[src/rtl/lsu_pkg.sv]
// Shared encodings for the load/store initiator: funct3 codes, FSM states,
// big-endian lane mapping and request legality.
package lsu_pkg;

   localparam logic [2:0] DOP_B  = 3'd0;
   localparam logic [2:0] DOP_H  = 3'd1;
   localparam logic [2:0] DOP_W  = 3'd2;
   localparam logic [2:0] DOP_BU = 3'd4;
   localparam logic [2:0] DOP_HU = 3'd5;

   typedef enum logic [2:0] {
      S_IDLE, S_B0, S_W0, S_B1, S_W1, S_RESP, S_ERR
   } lsu_state_e;

   // Big-endian: byte offset o lives in strobe lane 3-o.
   function automatic logic [1:0] lane_idx(input logic [1:0] off);
      return 2'd3 - off;
   endfunction

   // Stores only have signed-size encodings; loads add the unsigned forms.
   function automatic logic dop_legal(input logic we, input logic [2:0] dop);
      if (we) return dop inside {DOP_B, DOP_H, DOP_W};
      return dop inside {DOP_B, DOP_H, DOP_W, DOP_BU, DOP_HU};
   endfunction

endpackage

[src/rtl/lsu_lane_align.sv]
// Combinational lane steering: strobes and shifted write data for both
// beats, split detection, and read-word merge with sign/zero extension.
module lsu_lane_align
   import lsu_pkg::*;
(
   input  logic [2:0]  dop,
   input  logic [1:0]  off,
   input  logic [31:0] wdata,
   input  logic [31:0] rword0,
   input  logic [31:0] rword1,
   output logic        split,
   output logic [3:0]  strb0,
   output logic [3:0]  strb1,
   output logic [31:0] wdata0,
   output logic [31:0] wdata1,
   output logic [31:0] rdata
);

   logic [7:0]         base;
   logic [7:0]         mask_off;
   logic [4:0]         rsh;
   logic [31:0]        dleft;
   logic [63:0]        wlane;
   logic [63:0]        rlane;
   logic [31:0]        rtop;
   logic signed [31:0] rsext;

   // Bytes are laid out across an 8-byte window spanning both beats,
   // lowest address first, so one shift handles aligned and split cases.
   always_comb begin
      case (dop[1:0])
         2'd0:    begin base = 8'h01; rsh = 5'd24; end
         2'd1:    begin base = 8'h03; rsh = 5'd16; end
         default: begin base = 8'h0F; rsh = 5'd0;  end
      endcase
      mask_off = base << off;
      split    = |mask_off[7:4];
      strb0    = '0;
      strb1    = '0;
      for (int k = 0; k < 4; k++) begin
         strb0[lane_idx(2'(k))] = mask_off[k];
         strb1[lane_idx(2'(k))] = mask_off[k+4];
      end
      dleft            = wdata << rsh;
      wlane            = {dleft, 32'h0} >> {off, 3'b000};
      {wdata0, wdata1} = wlane;
      rlane            = {rword0, rword1} << {off, 3'b000};
      rtop             = rlane[63:32];
      rsext            = $signed(rtop) >>> rsh;
      rdata            = dop[2] ? (rtop >> rsh) : rsext;
   end

endmodule

[src/rtl/lsu_mem_initiator.sv]
// RV32I load/store initiator: one request at a time onto a word bus with
// byte strobes, misaligned accesses optionally split into two beats.
module lsu_mem_initiator
   import lsu_pkg::*;
#(
   parameter int ADDR_W           = 32,
   parameter bit SPLIT_MISALIGNED = 1'b1
) (
   input  logic              clk,
   input  logic              rst,
   input  logic              req_valid,
   output logic              req_ready,
   input  logic              req_we,
   input  logic [2:0]        req_dop,
   input  logic [ADDR_W-1:0] req_addr,
   input  logic [31:0]       req_wdata,
   output logic              resp_valid,
   output logic [31:0]       resp_rdata,
   output logic              resp_err,
   output logic              mem_valid,
   input  logic              mem_ready,
   output logic              mem_we,
   output logic [ADDR_W-1:0] mem_addr,
   output logic [3:0]        mem_wstrb,
   output logic [31:0]       mem_wdata,
   input  logic              mem_rvalid,
   input  logic [31:0]       mem_rdata
);

   lsu_state_e        state_q, state_d;
   logic              we_q, we_d;
   logic [2:0]        dop_q, dop_d;
   logic [1:0]        off_q, off_d;
   logic [ADDR_W-1:0] addr_q, addr_d;
   logic [31:0]       wdata_q, wdata_d;
   logic [31:0]       rbuf_q, rbuf_d;
   logic              mem_valid_q, mem_valid_d;
   logic              mem_we_q, mem_we_d;
   logic [ADDR_W-1:0] mem_addr_q, mem_addr_d;
   logic [3:0]        mem_wstrb_q, mem_wstrb_d;
   logic [31:0]       mem_wdata_q, mem_wdata_d;
   logic              resp_valid_q, resp_valid_d;
   logic              resp_err_q, resp_err_d;
   logic [31:0]       resp_rdata_q, resp_rdata_d;

   logic              idle;
   logic [2:0]        a_dop;
   logic [1:0]        a_off;
   logic [31:0]       a_wdata, a_r0, a_r1;
   logic              a_split;
   logic [3:0]        a_strb0, a_strb1;
   logic [31:0]       a_wdata0, a_wdata1, a_rdata;
   logic [ADDR_W-1:0] addr_next;

   // In IDLE the aligner looks at the live request so the split/error
   // decision is made on the accept cycle; afterwards it sees the capture.
   assign idle      = (state_q == S_IDLE);
   assign a_dop     = idle ? req_dop        : dop_q;
   assign a_off     = idle ? req_addr[1:0]  : off_q;
   assign a_wdata   = idle ? req_wdata      : wdata_q;
   assign a_r0      = (state_q == S_W1) ? rbuf_q    : mem_rdata;
   assign a_r1      = (state_q == S_W1) ? mem_rdata : 32'h0;
   assign addr_next = addr_q + ADDR_W'(4);

   lsu_lane_align u_align (
      .dop    (a_dop),
      .off    (a_off),
      .wdata  (a_wdata),
      .rword0 (a_r0),
      .rword1 (a_r1),
      .split  (a_split),
      .strb0  (a_strb0),
      .strb1  (a_strb1),
      .wdata0 (a_wdata0),
      .wdata1 (a_wdata1),
      .rdata  (a_rdata)
   );

   // Next-state and registered-output computation for the beat sequencer.
   always_comb begin
      state_d      = state_q;
      we_d         = we_q;
      dop_d        = dop_q;
      off_d        = off_q;
      addr_d       = addr_q;
      wdata_d      = wdata_q;
      rbuf_d       = rbuf_q;
      mem_valid_d  = mem_valid_q;
      mem_we_d     = mem_we_q;
      mem_addr_d   = mem_addr_q;
      mem_wstrb_d  = mem_wstrb_q;
      mem_wdata_d  = mem_wdata_q;
      resp_valid_d = 1'b0;
      resp_err_d   = 1'b0;
      resp_rdata_d = 32'h0;
      case (state_q)
         S_IDLE: if (req_valid) begin
            we_d    = req_we;
            dop_d   = req_dop;
            off_d   = req_addr[1:0];
            addr_d  = {req_addr[ADDR_W-1:2], 2'b00};
            wdata_d = req_wdata;
            if (!dop_legal(req_we, req_dop) || (a_split && !SPLIT_MISALIGNED)) begin
               state_d      = S_ERR;
               resp_valid_d = 1'b1;
               resp_err_d   = 1'b1;
            end else begin
               state_d     = S_B0;
               mem_valid_d = 1'b1;
               mem_we_d    = req_we;
               mem_addr_d  = {req_addr[ADDR_W-1:2], 2'b00};
               mem_wstrb_d = req_we ? a_strb0  : 4'h0;
               mem_wdata_d = req_we ? a_wdata0 : 32'h0;
            end
         end
         S_B0: if (mem_ready) begin
            mem_valid_d = 1'b0;
            mem_we_d    = 1'b0;
            mem_wstrb_d = 4'h0;
            mem_wdata_d = 32'h0;
            if (!we_q) begin
               state_d = S_W0;
            end else if (a_split) begin
               state_d     = S_B1;
               mem_valid_d = 1'b1;
               mem_we_d    = 1'b1;
               mem_addr_d  = addr_next;
               mem_wstrb_d = a_strb1;
               mem_wdata_d = a_wdata1;
            end else begin
               state_d      = S_RESP;
               resp_valid_d = 1'b1;
            end
         end
         S_W0: if (mem_rvalid) begin
            if (a_split) begin
               rbuf_d      = mem_rdata;
               state_d     = S_B1;
               mem_valid_d = 1'b1;
               mem_addr_d  = addr_next;
            end else begin
               state_d      = S_RESP;
               resp_valid_d = 1'b1;
               resp_rdata_d = a_rdata;
            end
         end
         S_B1: if (mem_ready) begin
            mem_valid_d = 1'b0;
            mem_we_d    = 1'b0;
            mem_wstrb_d = 4'h0;
            mem_wdata_d = 32'h0;
            if (we_q) begin
               state_d      = S_RESP;
               resp_valid_d = 1'b1;
            end else begin
               state_d = S_W1;
            end
         end
         S_W1: if (mem_rvalid) begin
            state_d      = S_RESP;
            resp_valid_d = 1'b1;
            resp_rdata_d = a_rdata;
         end
         default: state_d = S_IDLE;
      endcase
   end

   // State and output registers; reset drops any in-flight beat silently.
   always_ff @(posedge clk or negedge rst) begin
      if (!rst) begin
         state_q      <= S_IDLE;
         we_q         <= 1'b0;
         dop_q        <= 3'd0;
         off_q        <= 2'd0;
         addr_q       <= '0;
         wdata_q      <= 32'h0;
         rbuf_q       <= 32'h0;
         mem_valid_q  <= 1'b0;
         mem_we_q     <= 1'b0;
         mem_addr_q   <= '0;
         mem_wstrb_q  <= 4'h0;
         mem_wdata_q  <= 32'h0;
         resp_valid_q <= 1'b0;
         resp_err_q   <= 1'b0;
         resp_rdata_q <= 32'h0;
      end else begin
         state_q      <= state_d;
         we_q         <= we_d;
         dop_q        <= dop_d;
         off_q        <= off_d;
         addr_q       <= addr_d;
         wdata_q      <= wdata_d;
         rbuf_q       <= rbuf_d;
         mem_valid_q  <= mem_valid_d;
         mem_we_q     <= mem_we_d;
         mem_addr_q   <= mem_addr_d;
         mem_wstrb_q  <= mem_wstrb_d;
         mem_wdata_q  <= mem_wdata_d;
         resp_valid_q <= resp_valid_d;
         resp_err_q   <= resp_err_d;
         resp_rdata_q <= resp_rdata_d;
      end
   end

   assign req_ready  = idle;
   assign resp_valid = resp_valid_q;
   assign resp_err   = resp_err_q;
   assign resp_rdata = resp_rdata_q;
   assign mem_valid  = mem_valid_q;
   assign mem_we     = mem_we_q;
   assign mem_addr   = mem_addr_q;
   assign mem_wstrb  = mem_wstrb_q;
   assign mem_wdata  = mem_wdata_q;

endmodule

[config.mk]
export PLATFORM = sky130hd
export DESIGN_NAME = lsu_mem_initiator
export DESIGN_NICKNAME = d
export VERILOG_FILES = /design/src/rtl/lsu_pkg.sv /design/src/rtl/lsu_lane_align.sv /design/src/rtl/lsu_mem_initiator.sv
export SDC_FILE = /design/constraint.sdc
export NUM_CORES = 1
export LEC_CHECK = 0
export BUFFER_PORTS_ARGS = -buffer_cell sky130_fd_sc_hd__buf_2
export CAP_MARGIN = 25
export CORE_ASPECT_RATIO = 1.5
export CORE_MARGIN = 5
export CORE_UTILIZATION = 40
export CTS_BUF_LIST = sky130_fd_sc_hd__clkbuf_2
export DETAILED_ROUTE_END_ITERATION = 8
export HOLD_SLACK_MARGIN = 0.1
export SLEW_MARGIN = 10
export SYNTH_ARGS = -nofsm -noshare
export SYNTH_HDL_FRONTEND = slang
export SYNTH_SLANG_ARGS = --single-unit
[constraint.sdc]
create_clock -name clk -period 3.1 [get_ports clk]
set_input_delay 0.155 -clock clk [delete_from_list [all_inputs] [get_ports clk]]
set_output_delay 0.155 -clock clk [all_outputs]
set_load 0.05 [all_outputs]
==> After elaboration in Yosys (flattened, before gate mapping) <==
Index checks and enable logic that the tools add are counted.
{ "totals": {"ff_bits": 207, "in_bits": 105, "word_cells": 129} }
{ "op_classes": {"add_sub_neg": 1, "n_eq_ne": 17, "shift": 6, "muxes": 75, "reduce_logical": 15} }
{ "op_table": {"columns": ["op", "count"], "rows": [
  ["two-way mux 32 bit", 20],
  ["one-hot mux 32 bit (3 select lines)", 2],
  ["one-hot mux 32 bit (2 select lines)", 1],
  ["left shift 64 x 5 -> 64 bit", 1],
  [">> shifter 64 x 5 -> 64 bit", 1],
  ["adder 32 x 3 -> 32 bit (second input constant)", 1],
  ["left shift 32 x 5 -> 32 bit", 1],
  [">> shifter 32 x 5 -> 32 bit", 1],
  [">>> shifter 32 x 5 -> 32 bit", 1],
  ["two-way mux 1 bit", 28],
  ["two-way mux 4 bit", 7],
  ["two-way mux 3 bit", 9],
  ["one-hot mux 3 bit (5 select lines)", 1],
  ["inequality test 2 bit (second input constant)", 7],
  ["one-hot mux 4 bit (3 select lines)", 1],
  ["one-hot mux 5 bit (2 select lines)", 1],
  ["AND reduction 5 bit", 2],
  ["equality test 3 x 2 -> 1 bit (second input constant)", 3],
  ["equality test 3 bit (second input constant)", 3],
  ["nonzero test 3 bit", 3],
  ["one-hot mux 4 bit (2 select lines)", 1],
  ["left shift 4 x 2 -> 8 bit", 1],
  ["AND reduction 7 bit", 1],
  ["equality test 3 x 1 -> 1 bit (second input constant)", 2],
  ["14 further kinds", 15]
]} }

==> Logic depth before layout (Yosys ltp) <==
{ "depth": {"word_depth": 10, "depth_mapped": 12, "ltp_nobuf": 7} }

==> By module <==
Synthesis repeated with hierarchy kept, for this count alone.
{ "unflattened": {"cells_unflattened": 1334, "area_unflattened_um2": 12717.2} }
{ "modules_own_cells": {"columns": ["module", "instances", "cells_each", "area_each_um2", "seq_area_each_um2"], "rows": [
  ["lsu_mem_initiator", 1, 952, 9925.8, 5129.9],
  ["lsu_lane_align", 1, 382, 2791.4, 0.0]
]} }

==> Worst setup path before layout <==
Ideal clock, no wire load.
{ "synth_path": {"path_kind": "reg-to-reg", "startpoint": "reg state_q[0]", "endpoint": "reg mem_wdata_q[0], in the netlist mem_wdata[0]", "setup_time_ns": 0.095, "arrival_time_ns": 2.439, "t_required_ns": 3.005, "setup_slack_ns": 0.565, "stages_incl_launch_ff": 11, "path_buffers": 3, "cell_sequence": "dfrtp_1 buf_6 or3_1 buf_6 clkinv_1 clkbuf_1 nand2_1 a21oi_1 a21oi_1 and2_1 o31ai_1"} }
{ "synth_between": {"elab_chain_cells": 10, "word_cells_on_any_way": 27} }
{ "synth_rtl": {"columns": ["element", "line", "rtl"], "rows": [
  ["start, declared", "lsu_mem_initiator.sv:30", "lsu_state_e state_q, state_d;"],
  ["start signal, assigned", "lsu_mem_initiator.sv:187", "state_q <= state_d;"],
  ["zero test 3 bit (*)", "lsu_mem_initiator.sv:57", "assign idle = (state_q == S_IDLE);"],
  ["net req_ready", "lsu_mem_initiator.sv:12", "output logic req_ready,"],
  ["two-way mux 3 bit", "lsu_mem_initiator.sv:58", "assign a_dop = idle ? req_dop : dop_q;"],
  ["equality test 2 x 1 -> 1 bit or zero test 2 bit (tied branches)", "lsu_lane_align.sv:31", "case (dop[1:0])"],
  ["one-hot mux 5 bit (2 select lines) or one-hot mux 4 bit (2 select lines) (tied branches)", "lsu_lane_align.sv:31", null],
  ["left shift 32 x 5 -> 32 bit or left shift 4 x 2 -> 8 bit (tied branches)", "lsu_lane_align.sv:44, lsu_lane_align.sv:36", null],
  [">> shifter 64 x 5 -> 64 bit or OR reduction 4 bit (tied branches)", "lsu_lane_align.sv:45, lsu_lane_align.sv:37", null],
  ["two-way mux 32 bit (on tied branches)", "lsu_mem_initiator.sv:123, lsu_mem_initiator.sv:113", null],
  ["two-way mux 32 bit (on tied branches)", "lsu_mem_initiator.sv:121, lsu_mem_initiator.sv:103", null],
  ["two-way mux 32 bit (on tied branches)", "lsu_mem_initiator.sv:116, lsu_mem_initiator.sv:97", null],
  ["one-hot mux 32 bit (3 select lines)", "lsu_mem_initiator.sv:96", "case (state_q)"],
  ["end signal, assigned", "lsu_mem_initiator.sv:198", "mem_wdata_q <= mem_wdata_d;"],
  ["end, declared", "lsu_mem_initiator.sv:41", "logic [31:0] mem_wdata_q, mem_wdata_d;"]
]} }
The timed path passes the listed nets; every way through them passes the cells marked *. The select of a mux whose other input is x is not followed.
A chain may end at the register's enable or synchronous reset.

==> Final worst setup path <==
{ "layout_path": {"startpoint": "reg state_q[0]", "endpoint": "reg rbuf_q[27]"} }
{ "layout_between": {"elab_chain_cells": 7, "word_cells_on_any_way": 10} }
{ "layout_rtl": {"columns": ["element", "line", "rtl"], "rows": [
  ["zero test 3 bit", "lsu_mem_initiator.sv:57", null],
  ["two-way mux 3 bit", "lsu_mem_initiator.sv:58", null],
  ["equality test 2 x 1 -> 1 bit or zero test 2 bit (tied branches)", "lsu_lane_align.sv:31", null],
  ["one-hot mux 4 bit (2 select lines)", "lsu_lane_align.sv:31", null],
  ["left shift 4 x 2 -> 8 bit", "lsu_lane_align.sv:36", "mask_off = base << off;"],
  ["OR reduction 4 bit", "lsu_lane_align.sv:37", "split = |mask_off[7:4];"],
  ["AND reduction 3 bit (no line) (*)", null, null],
  ["end signal, assigned", "lsu_mem_initiator.sv:193", "rbuf_q <= rbuf_d;"],
  ["end, declared", "lsu_mem_initiator.sv:36", "logic [31:0] rbuf_q, rbuf_d;"]
]} }
Every way passes the cells marked *; elsewhere a longest branch is shown, timed or not.

==> metrics.txt <==
# TYPE chip_impl_metric gauge
chip_impl_metric{name="fmax",unit="MHz"} 335
chip_impl_metric{name="layout.cell_area.non_filler",unit="um2"} 16900
chip_impl_metric{name="postSynthCellCount",unit=""} 1315
chip_impl_metric{name="reg2regPathDepth",unit=""} 8
chip_impl_metric{name="timing.final.max_slew_violations",unit=""} 0
chip_impl_metric{name="critical-path-max-stage-delay",unit="ns"} 0.55
chip_impl_metric{name="postRouteWirelength",unit="mm"} 42.7
chip_impl_metric{name="synth.mux.area_fraction",unit=""} 0.168
chip_impl_metric{name="cts_htree_levels",unit=""} 2
chip_impl_metric{name="antenna_left",unit=""} 0
chip_impl_info{name="timing.critical_path.to_type",value="flop"} 1
chip_impl_info{name="hold_class",value="in -> reg"} 1
chip_impl_metric{name="viasPerCell",unit=""} 5.47
chip_impl_metric{name="number_of_global_route_vias_before_repair",unit=""} 12600
chip_impl_metric{name="post_synth_fa_ha_maj_area_fraction",unit=""} 0.00103
chip_impl_metric{name="finalNonFillerCells",unit=""} 2238
chip_impl_metric{name="postSynth.asyncResetShare",unit=""} 1.00
chip_impl_metric{name="hold_depth",unit=""} 4
chip_impl_info{name="sequence_of_cells_on_the_critical_path",value="buf_4 -> or4b_1 -> and2_2 -> o32ai_2 -> nand3_2 -> buf_12 -> mux2_2 -> dlygate4sd3_1"} 1
chip_impl_metric{name="xor_and_xnor_area_share_after_synthesis",unit=""} 0.0188
chip_impl_metric{name="routabilityCongestion",unit=""} 0.923
chip_impl_metric{name="timing.critical_path.fanout_max",unit=""} 24
chip_impl_metric{name="worst_skew_pair.late_latency",unit="ns"} 0.91
chip_impl_metric{name="die_area",unit="um2"} 34000
chip_impl_info{name="min_delay_worst_endpoint",value="dop_q[2]"} 1
chip_impl_metric{name="synth_enable_flop_cells",unit=""} 0
chip_impl_metric{name="critical_path.n_buffers_inverters",unit=""} 3
chip_impl_metric{name="net-switching-power",unit="uW"} 9050
chip_impl_metric{name="synth-compound-area-share",unit=""} 0.166
chip_impl_metric{name="drcViolationCount",unit=""} 0
chip_impl_metric{name="cts_sinks",unit=""} 205
chip_impl_metric{name="power_density",unit="nW/um2"} 1030
chip_impl_metric{name="row_count",unit=""} 78
chip_impl_info{name="critical_path.slowest_cell",value="sky130_fd_sc_hd__dlygate4sd3_1"} 1
chip_impl_info{name="crit_type",value="reg -> reg"} 1
chip_impl_metric{name="post_synth_and_or_nand_nor_area_fraction",unit=""} 0.177
chip_impl_metric{name="synthesis.yosys.warnings",unit=""} 0
chip_impl_info{name="worst_path_dominant_cell_family",value="buffers and inverters"} 1
chip_impl_metric{name="ioPinCount",unit=""} 210
chip_impl_metric{name="firstDrtPassIters",unit=""} 6
chip_impl_metric{name="cts_made_buffers",unit=""} 52
chip_impl_info{name="r2r_end",value="rbuf_q[27]"} 1
chip_impl_metric{name="drt_iter0_drc",unit=""} 845
chip_impl_metric{name="die_h",unit="um"} 223
chip_impl_info{name="cts_tree",value="yes"} 1
chip_impl_metric{name="cts.reportedPaths.clkPinSlew",unit="ns"} 0.12
chip_impl_metric{name="grt_max_degree",unit=""} 105
chip_impl_metric{name="worst_ep_arrival_time",unit="ns"} 3.79
chip_impl_metric{name="ff2ff_setup_slack",unit="ns"} 0.12
chip_impl_info{name="timing.critical_path.from_type",value="flop"} 1
chip_impl_metric{name="final_net_count",unit=""} 1905
chip_impl_metric{name="tightestPinTransition",unit="ns"} 0.925
chip_impl_metric{name="n_fill_cell",unit=""} 2667
chip_impl_metric{name="hpwl",unit="mm"} 28.2
chip_impl_metric{name="pwr-share-clk",unit=""} 0.105
chip_impl_metric{name="wire_per_inst",unit="um"} 19.1
chip_impl_metric{name="number_of_antenna_violations_at_the_first_check_in_global_routing",unit=""} 3
chip_impl_metric{name="finalHoldViolCount",unit=""} 0
chip_impl_metric{name="fin_tns_setup",unit="ns"} 0
chip_impl_metric{name="finalHoldWorstSlack",unit="ns"} 0.211
chip_impl_metric{name="die_width",unit="um"} 152
chip_impl_metric{name="setup_violations",unit=""} 0
chip_impl_metric{name="skew",unit="ns"} 0.0803
chip_impl_metric{name="post-route-period-util",unit=""} 0.962
chip_impl_metric{name="crit_cells",unit=""} 8
chip_impl_metric{name="grt_util_all_layers",unit=""} 0.245
chip_impl_metric{name="power.switching_fraction",unit=""} 0.517
chip_impl_metric{name="worstPathRequired",unit="ns"} 3.91
chip_impl_metric{name="routed-via-count",unit=""} 12200
chip_impl_metric{name="placedInstanceArea",unit="um2"} 13700
chip_impl_metric{name="max_slew_margin",unit=""} 0.383
chip_impl_metric{name="power_report.internal_total",unit="uW"} 8470
chip_impl_metric{name="fp.coreArea",unit="um2"} 30100
chip_impl_metric{name="totalPowerFinal",unit="uW"} 17500
chip_impl_metric{name="final_layout_size_suffix_gt1_frac",unit=""} 0.232
chip_impl_metric{name="worst_ir_drop_vdd",unit="mV"} 0.581
chip_impl_info{name="predominant_post_synthesis_flop_cell",value="sky130_fd_sc_hd__dfrtp_1"} 1
chip_impl_metric{name="drv.max_cap_violation_count",unit=""} 0
chip_impl_metric{name="period_minus_ws_final",unit="ns"} 2.98
chip_impl_metric{name="dp_cells",unit=""} 1872
chip_impl_metric{name="start_util",unit=""} 0.403
chip_impl_info{name="rr_startpoint",value="state_q[0]"} 1
chip_impl_metric{name="cts-root-to-sink-buffers",unit=""} 3
chip_impl_info{name="min_delay_src",value="req_dop[2]"} 1
chip_impl_metric{name="number_of_library_cell_types_mapped_by_synthesis",unit=""} 73
chip_impl_metric{name="seq_area_frac_synth",unit=""} 0.423
chip_impl_metric{name="grt-ovfl-total",unit=""} 0
chip_impl_metric{name="port-buffer-count",unit=""} 207
chip_impl_metric{name="syn_area",unit="um2"} 12100
chip_impl_info{name="cts-root-buf",value="sky130_fd_sc_hd__clkbuf_2"} 1
chip_impl_metric{name="synth.ff_latch_count",unit=""} 205
chip_impl_info{name="status",value="complete, no violations"} 1
chip_impl_metric{name="area_delta_synth_final",unit="%"} 39.7
chip_impl_metric{name="power.static_leakage",unit="uW"} 0.00797
chip_impl_metric{name="synth_area_per_cell",unit="um2"} 9.22
chip_impl_metric{name="comb_power_share",unit=""} 0.631
chip_impl_metric{name="global_route_wire_length_before_repair",unit="mm"} 68.5
chip_impl_info{name="synth_top_family_by_area",value="simple AND/OR/NAND/NOR gates"} 1
chip_impl_metric{name="power_frac_seq",unit=""} 0.263
-- routing by layer --
layer | GRT usage | share of wire
met5 | 0 | 0
met4 | 0.113 | 0.044
met3 | 0.0450 | 0.055
met2 | 0.420 | 0.50
met1 | 0.299 | 0.40
-- cells in the final DEF (no fill, tap or decap), types with 9 or more instances in the layout --
cell,netlist,final
sky130_fd_sc_hd__nand2_1,294,294
sky130_fd_sc_hd__dlygate4sd3_1,0,271
sky130_fd_sc_hd__buf_2,25,206
sky130_fd_sc_hd__dfrtp_1,205,205
sky130_fd_sc_hd__mux2i_1,125,124
sky130_fd_sc_hd__o21ai_0,70,70
sky130_fd_sc_hd__nor2_1,67,67
sky130_fd_sc_hd__clkbuf_2,0,67
sky130_fd_sc_hd__buf_4,5,48
sky130_fd_sc_hd__mux2_2,44,44
sky130_fd_sc_hd__a21oi_1,42,42
sky130_fd_sc_hd__nand3_1,25,24
sky130_fd_sc_hd__xor2_1,23,23
sky130_fd_sc_hd__clkinv_1,1,20
sky130_fd_sc_hd__nor3_1,20,20
sky130_fd_sc_hd__a31oi_1,18,17
sky130_fd_sc_hd__o22ai_1,17,17
sky130_fd_sc_hd__a221oi_1,16,16
sky130_fd_sc_hd__o2bb2ai_1,14,14
sky130_fd_sc_hd__a21o_1,14,13
sky130_fd_sc_hd__nor4_1,13,13
sky130_fd_sc_hd__o31ai_1,12,12
sky130_fd_sc_hd__a211oi_1,12,12
sky130_fd_sc_hd__nand2b_1,11,11
sky130_fd_sc_hd__a21oi_2,10,10
sky130_fd_sc_hd__mux4_2,10,10
sky130_fd_sc_hd__nor2b_1,9,9
sky130_fd_sc_hd__and2_1,10,9
sky130_fd_sc_hd__a22oi_1,9,9
sky130_fd_sc_hd__o221ai_1,9,9
sky130_fd_sc_hd__and3_1,9,9
-- power by group through the flow --
| stage | Sequential (uW) | Combinational, uW | Clock, uW |
|---|---|---|---|
| after floorplan | 6120 | 6050 | 0 |
| after global placement | 4610 | 10300 | 0 |
| after detailed placement | 4630 | 10400 | 0 |
| after CTS | 4580 | 10900 | 1910 |
| after global routing | 4740 | 11900 | 2040 |
| final | 4610 | 11100 | 1850 |
-- worst register-to-register path: cells and delay by family, from the launching register on --
family / cells / cell delay, ns
flops: 1 / 0.40
mux: 1 / 0.29
buf+inv: 3 / 0.97
compound gates: 1 / 0.35
simple gates: 3 / 0.92
-- cells in the mapped netlist (all sizes together) (3+ instances only) --
library cell / count / area, um2
o31ai: 12 / 90.1
clkbuf: 61 / 229
a2bb2oi: 3 / 26.3
nand3: 25 / 125
mux2i: 129 / 1310
a32oi: 5 / 43.8
o221ai: 9 / 78.8
a21oi: 52 / 298
and3: 9 / 56.3
o21bai: 3 / 22.5
o31a: 4 / 35.0
a21o: 14 / 105
mux4: 10 / 225
dfrtp: 205 / 5130
inv: 8 / 30.0
and4: 3 / 26.3
a221o: 7 / 70.1
o211ai: 4 / 30.0
or3: 5 / 31.3
o221a: 6 / 67.6
a31oi: 18 / 113
nor3: 20 / 100
a221oi: 16 / 140
o22ai: 17 / 106
xor2: 23 / 201
nor2: 68 / 258
a211oi: 12 / 90.1
mux2: 45 / 510
a22oi: 9 / 67.6
nor2b: 9 / 56.3
o21ai: 72 / 360
buf: 45 / 279
o2bb2ai: 14 / 123
or2: 9 / 56.3
nand4: 5 / 31.3
nor4: 13 / 81.3
and2: 10 / 62.6
nand2: 294 / 1100
nand2b: 11 / 68.8
xnor2: 3 / 26.3
-- per-stage QoR --
stage / utilization / worst slack [ns]
after CTS: 0.562 / 0.0121
after detailed placement: 0.457 / 0.232
final: 0.563 / 0.119
after global routing: 0.563 / -0.0113
after global placement: 0.457 / 0.245
after floorplan: - / 0.565
-- timing repair --
item / 4_1_cts / 5_1_grt
endpoints found under the setup margin: 0 / 1
gates resized for setup: 0 / 2
endpoints found under the hold margin: 410 / 0
buffers inserted: 0 / 1
hold buffers: 271 / 0
-- layout make-up --
class	count	area, um2	share of cell area
Clock buffer	67	335	0.0198
Clock inverter	22	110	0.00650
Inverter	9	33.8	0.00200
Timing Repair Buffer	535	4300	0.254
Antenna cell	4	10.0	0.000591
Tap cell	400	500	0.0296
Sequential cell	205	5130	0.303
Multi-Input combinational cell	996	6510	0.384
-- worst max path at each step --
stage | from | to | slack, ns
2_1_floorplan | state_q[0] | mem_wdata[0] | 0.57
3_3_place_gp | state_q[2] | resp_rdata[31] | 0.25
3_5_place_dp | state_q[2] | resp_rdata[31] | 0.23
4_1_cts | state_q[2] | rbuf_q[27] | 0.01
5_1_grt | state_q[0] | rbuf_q[27] | -0.01
6_report | state_q[0] | rbuf_q[27] | 0.12
-- state kept, by name, indices dropped and copies added (netlist names) --
| name | flops |
|---|---|
| resp_valid | 1 |
| addr_q | 30 |
| mem_wstrb | 4 |
| dop_q | 3 |
| mem_we | 1 |
| rbuf_q | 32 |
| off_q | 2 |
| wdata_q | 32 |
| mem_valid | 1 |
| mem_wdata | 32 |
| resp_rdata | 32 |
| resp_err | 1 |
| state_q | 3 |
| we_q | 1 |
| mem_addr | 30 |
-- logic make-up after synthesis --
| family | after synthesis |
|---|---|
| simple gates | 491 |
| compound gates | 292 |
| flops | 205 |
| mux | 184 |
| buf+inv | 115 |
| xor+xnor | 26 |
| fa+ha+maj | 1 |
| other cells | 1 |
Power figures use the tool's default switching activity.
